[src/rtl/ifetch_stage_pkg.sv]
// Shared definitions for the EV22 fetch stage: datapath widths, the NOP word
// and the control-flow opcode nybbles that the redirect source also decodes.
package ifetch_stage_pkg;

  localparam int unsigned IFETCH_AW = 12;
  localparam int unsigned IFETCH_IW = 20;

  localparam logic [IFETCH_IW-1:0] NOP_WORD = '0;

  // Opcode lives in the top nybble of the instruction word.
  typedef enum logic [3:0] {
    OP_NOP = 4'h0,
    OP_JMP = 4'h8,
    OP_JZE = 4'h9,
    OP_JNE = 4'hA,
    OP_JCY = 4'hB,
    OP_BSR = 4'hC,
    OP_RET = 4'hD
  } opcode_e;

  function automatic logic [3:0] inst_opcode(input logic [IFETCH_IW-1:0] inst);
    return inst[IFETCH_IW-1 -: 4];
  endfunction

  function automatic logic is_flow_op(input logic [3:0] op);
    logic hit;
    hit = 1'b0;
    case (op)
      OP_JMP, OP_JZE, OP_JNE, OP_JCY, OP_BSR, OP_RET: hit = 1'b1;
      default: hit = 1'b0;
    endcase
    return hit;
  endfunction

endpackage

[src/rtl/ifetch_stage_fetch_skid.sv]
// One-entry instruction+PC holding buffer that catches the in-flight ROM word
// when the decoder stalls; clear has priority over load, load over drain.
module fetch_skid
  import ifetch_stage_pkg::*;
#(
  parameter int unsigned AW = IFETCH_AW,
  parameter int unsigned IW = IFETCH_IW
) (
  input  logic          clk,
  input  logic          rst,
  input  logic          load,
  input  logic          drain,
  input  logic          clear,
  input  logic [IW-1:0] in_inst,
  input  logic [AW-1:0] in_pc,
  output logic [IW-1:0] skid_inst,
  output logic [AW-1:0] skid_pc,
  output logic          skid_v
);

  always_ff @(posedge clk or posedge rst) begin
    if (rst) begin
      skid_v    <= 1'b0;
      skid_inst <= '0;
      skid_pc   <= '0;
    end else if (clear) begin
      skid_v <= 1'b0;
    end else if (load) begin
      skid_v    <= 1'b1;
      skid_inst <= in_inst;
      skid_pc   <= in_pc;
    end else if (drain) begin
      skid_v <= 1'b0;
    end
  end

endmodule

[src/rtl/ifetch_stage.sv]
// EV22 instruction fetch: owns the PC, drives the 1-cycle program ROM and
// registers instruction/PC/valid into the fetch/decode pipeline register.
module ifetch_stage
  import ifetch_stage_pkg::*;
#(
  parameter int unsigned    AW           = IFETCH_AW,
  parameter int unsigned    IW           = IFETCH_IW,
  parameter logic [AW-1:0]  RESET_VECTOR = '0,
  parameter logic [IW-1:0]  NOP_INST     = NOP_WORD
) (
  input  logic          CLK,
  input  logic          RESET,
  input  logic          STALL,
  input  logic          REDIRECT,
  input  logic [AW-1:0] TARGET,
  output logic [AW-1:0] ROM_ADDR,
  input  logic [IW-1:0] ROM_DATA,
  output logic [IW-1:0] INST,
  output logic [AW-1:0] INST_PC,
  output logic          INST_VALID
);

  logic [AW-1:0] pc_q;
  logic [AW-1:0] issue_pc;
  logic          rom_v;

  logic [IW-1:0] skid_inst;
  logic [AW-1:0] skid_pc;
  logic          skid_v;
  logic          skid_load;
  logic          skid_drain;
  logic          advance;

  assign ROM_ADDR = pc_q;
  assign advance  = !REDIRECT && !STALL;

  // Only the first stalled cycle can see rom_v=1, so the skid never overflows.
  assign skid_load  = !REDIRECT && STALL && rom_v && !skid_v;
  assign skid_drain = advance && skid_v;

  fetch_skid #(
    .AW(AW),
    .IW(IW)
  ) u_skid (
    .clk       (CLK),
    .rst       (RESET),
    .load      (skid_load),
    .drain     (skid_drain),
    .clear     (REDIRECT),
    .in_inst   (ROM_DATA),
    .in_pc     (issue_pc),
    .skid_inst (skid_inst),
    .skid_pc   (skid_pc),
    .skid_v    (skid_v)
  );

  always_ff @(posedge CLK or posedge RESET) begin
    if (RESET) begin
      pc_q     <= RESET_VECTOR;
      issue_pc <= '0;
      rom_v    <= 1'b0;
    end else if (REDIRECT) begin
      pc_q  <= TARGET;
      rom_v <= 1'b0;
    end else if (STALL) begin
      rom_v <= 1'b0;
    end else begin
      pc_q     <= pc_q + AW'(1);
      issue_pc <= pc_q;
      rom_v    <= 1'b1;
    end
  end

  // Skid drains ahead of the ROM word; both cannot be valid together.
  always_ff @(posedge CLK or posedge RESET) begin
    if (RESET) begin
      INST       <= NOP_INST;
      INST_PC    <= '0;
      INST_VALID <= 1'b0;
    end else if (REDIRECT) begin
      INST       <= NOP_INST;
      INST_VALID <= 1'b0;
    end else if (!STALL) begin
      if (skid_v) begin
        INST       <= skid_inst;
        INST_PC    <= skid_pc;
        INST_VALID <= 1'b1;
      end else if (rom_v) begin
        INST       <= ROM_DATA;
        INST_PC    <= issue_pc;
        INST_VALID <= 1'b1;
      end else begin
        INST       <= NOP_INST;
        INST_VALID <= 1'b0;
      end
    end
  end

endmodule

[config.mk]
export PLATFORM = sky130hd
export DESIGN_NAME = ifetch_stage
export DESIGN_NICKNAME = d
export VERILOG_FILES = /design/src/rtl/ifetch_stage_pkg.sv /design/src/rtl/ifetch_stage_fetch_skid.sv /design/src/rtl/ifetch_stage.sv
export SDC_FILE = /design/constraint.sdc
export NUM_CORES = 1
export LEC_CHECK = 0
export BUFFER_PORTS_ARGS = -buffer_cell sky130_fd_sc_hd__buf_2
export CAP_MARGIN = 10
export CORE_MARGIN = 1.5
export CORE_UTILIZATION = 29
export CTS_BUF_LIST = sky130_fd_sc_hd__clkbuf_16
export DETAILED_ROUTE_END_ITERATION = 10
export PLACE_DENSITY = 0.57
export RECOVER_POWER = 50
export SLEW_MARGIN = 10
export SYNTH_ARGS = -nofsm -noshare
export SYNTH_HDL_FRONTEND = slang
export SYNTH_HIERARCHICAL = 1
export SYNTH_SLANG_ARGS = --single-unit
export TNS_END_PERCENT = 30
[constraint.sdc]
create_clock -name CLK -period 2.03 [get_ports CLK]
set_input_delay 0.1015 -clock CLK [delete_from_list [all_inputs] [get_ports CLK]]
set_output_delay 0.1015 -clock CLK [all_outputs]
set_load 0.02 [all_outputs]
==> summary.txt <==
Synth
  • Async SR Flop Fraction: 100%
  • Post-synthesis cell type with the largest combined area: dfrtp_1
  • Syn nets: 349
  • Yosys warning count: 6
  • Synth Instances: about 310
  • Number of synthesized flops with an enable pin: 0
  • Top cell type's share of synthesized area: 55.1%
  • Synthesized area per cell: 13.2 um2
  • Area contributors post-synth: dfrtp_1 55%, mux2_4 11%, mux2_2 10%
  • Post-synthesis sequential area ratio: 55.1%
  • Ys flop type: dfrtp_1
  • Synth Register Bits: roughly 90
  • Cell variety after synth: 40
  • Mapped cell area: 4130 um2

Timing
  • Post-layout min period: 1.62 ns
  • Final hold vios: 0
  • Pin slew with the least headroom to its limit: 0.850 ns
  • Highest clock rate: just over 600 MHz
  • Worst clock skew: 0.00834 ns
  • Unrepaired setup endpoints after global routing: no
  • Max-slew violations: 0
  • Setup TNS: 0 ns
  • Relative slew margins: approximately 43%
  • Final period utilization: 80.0%
  • Final setup viols: 0

Global routing
  • First-pass GRT wire length: 15,600 um
  • Vias in the first global route: slightly above 3,000
  • Grt total ovfl: 0
  • Initial antenna violation count: 0
  • Met2 usage: 21.5%
  • Met1 Usage GRT: roughly 18%
  • Met3 Usage GRT: 3.72%
  • Largest net degree at the start of global routing: 59
  • Total track usage: 13.5%
  • Top Usage Layer GRT: met2

Run
  • MaxCap Viol Count: 0

Power
  • Sw Ratio: between 20% and 30%
  • Seq pwr share: 48.6%
  • Power Density: about 940 nW/um2
  • Total power: approximately 5000 uW
  • Gate power share: 20.7%
  • P_int: between 3000 and 4000 uW
  • Max VDD drop: about 0.52 mV
  • Clk pwr share: 30.7%
  • Total leakage power: between 0.002 and 0.0025 uW
  • Sw Pwr: 1410 uW

Routing
  • Final ANT Viol Nets: 0
  • Initial detailed-routing violation count: slightly below 90
  • Vias/cell: 4.74
  • Drt pass-1 iters: 5
  • Routed vias: 2,888
  • DRC: 0
  • DR WL/cell: 15.4 um
  • Routed WL: about 9400 um

Clocking
  • CTS buffer count: 9
  • Max Root-Sink Buffers: 2
  • Clk root buf: clkbuf_16
  • Clock Latency Late Sink: 0.35 ns
  • H-tree depth: 3
  • Clk slew on worst S/H paths: 0.06 ns
  • CTS tree: done
  • Setup bufs post-CTS: 0
  • Clock Sinks: 91

Critical path
  • Max stage delay cell, worst path: dfrtp_1
  • CP Launch Type: flip-flop
  • Worst-path cell chain: ha_1 > nand2b_4 > or4_1 > a31oi_1
  • CP Data Required Time: 2.29 ns
  • Crit path DAT: approximately 1.9 ns
  • Setup Crit Path Kind: reg2reg
  • Critical Path End Type: flip-flop
  • Max incr delay on CP: 0.51 ns
  • CP Max Fanout: 7

Floorplan
  • Die Ht: 122 um
  • Initial Util: roughly 30%
  • Num rows: 43
  • Chip Width: 122 um
  • Full die area: around 15,000 um2
  • Ports: 81
  • Core area: 13,900 um2

Final layout
  • Layout cells sized above 1: 39.2%
  • ANT cells: 0
  • Commonest non-fill, non-tap cell in the layout: dfrtp_1
  • Area delta synth->final: 27.2%
  • Most frequent cells in the layout: 91 x dfrtp_1, 69 x buf_2, 53 x nand2_1, 38 x mux2_2, 30 x mux2_4
  • Final nets: 461
  • Final instance area: 5260 um2

Placement
  • Placed Area: 4730 um2
  • GPL Wtd Cong: approximately 0.81
  • Port buffer count: 80
  • Post-DP HPWL: 6260 um

Status
  • Status: complete, no violations

Worst hold path
  • Hold Crit Class: in2reg
==> sequential cells by signal, summed over array words and instances (netlist names) <==
name	cells
INST	20
u_skid/skid_inst	20
INST_PC	12
ROM_ADDR	12
issue_pc	12
u_skid/skid_pc	12
INST_VALID	1
rom_v	1
u_skid/skid_v	1
==> power by group through the flow <==
stage	clock, uW	combinational [uW]	sequential (uW)
after detailed placement	0	1010	2440
after global placement	0	993	2420
after floorplan	0	567	2530
after CTS	1580	1060	2410
after global routing	1650	1120	2460
final	1530	1030	2410
==> timing repair <==
item                                    CTS  global route
hold buffers                             29             0
resized for setup                         0             0
endpoints found under the setup margin    0             0
endpoints found under the hold margin   129             0
==> through the flow <==
| stage | instances | hold WS, ns | utilization [%] | worst slack [ns] |
|---|---|---|---|---|
| after floorplan | 312 | 0.165 | - | 0.295 |
| after global placement | 564 | 0.199 | 34.0 | 0.423 |
| after detailed placement | 564 | 0.209 | 34.0 | 0.366 |
| after CTS | 609 | 0.0135 | 38.1 | 0.400 |
| after global routing | 609 | 0.0232 | 37.9 | 0.291 |
| final | 609 | 0.0346 | 37.9 | 0.405 |
==> layout make-up <==
type | count | area, um2
multi-input cells | 197 | 1690
fillers | 1387 | 8620
clock inverters | 7 | 45.0
repair buffers | 121 | 786
well taps | 180 | 225
flip-flops and latches | 91 | 2280
clock buffers | 9 | 225
inverters | 4 | 15.0
==> cells in the mapped netlist, types with 3 or more instances <==
| library cell | number |
|---|---|
| o31ai_1 | 3 |
| xor2_1 | 4 |
| buf_2 | 5 |
| nand3_1 | 6 |
| a32oi_1 | 20 |
| mux2_2 | 38 |
| mux2_4 | 30 |
| clkbuf_1 | 7 |
| dfrtp_1 | 91 |
| or4_1 | 6 |
| o21ai_0 | 5 |
| buf_12 | 3 |
| inv_1 | 4 |
| nand2_1 | 53 |
| o211ai_1 | 3 |
| buf_6 | 3 |
==> cells by family after synthesis <==
family	Yosys count	synth area share [%]
AO/OA/AOI/OAI	38	7.08
XOR/XNOR	4	0.848
adder cells (fa/ha/maj)	1	0.303
buffers and inverters	24	4.15
flip-flops	91	55.1
multiplexers	69	21.5
AND/OR/NAND/NOR	85	11.0
==> per-layer routing <==
layer | vias to the layer above | wire length (um)
met2 | 86 | 4510
met3 | 5 | 453
li1 | 1353 | -
met5 | - | 0
met1 | 1444 | 4320
met4 | 0 | 68
==> worst max-delay path, delay by kind of cell, from the launching register on <==
family | cells | cell delay [ns]
simple gates | 2 | 0.58
flops | 1 | 0.51
fa+ha+maj | 1 | 0.30
compound gates | 1 | 0.16
==> worst paths after layout <==
kind / start / endpoint / slack (ns) / depth (start not counted)
max in group asynchronous: RESET / u_skid/skid_pc[8] / 0.94 / 4
hold reg to reg: INST[6] / INST[6] / 0.46 / 2
setup / recovery: ROM_ADDR[0] / ROM_ADDR[8] / 0.41 / 4
min in group asynchronous: RESET / INST[1] / 0.38 / 4
setup reg to reg: ROM_ADDR[0] / ROM_ADDR[8] / 0.41 / 4
hold / removal: TARGET[9] / ROM_ADDR[9] / 0.03 / 3
(Power assumes the default switching activity.)
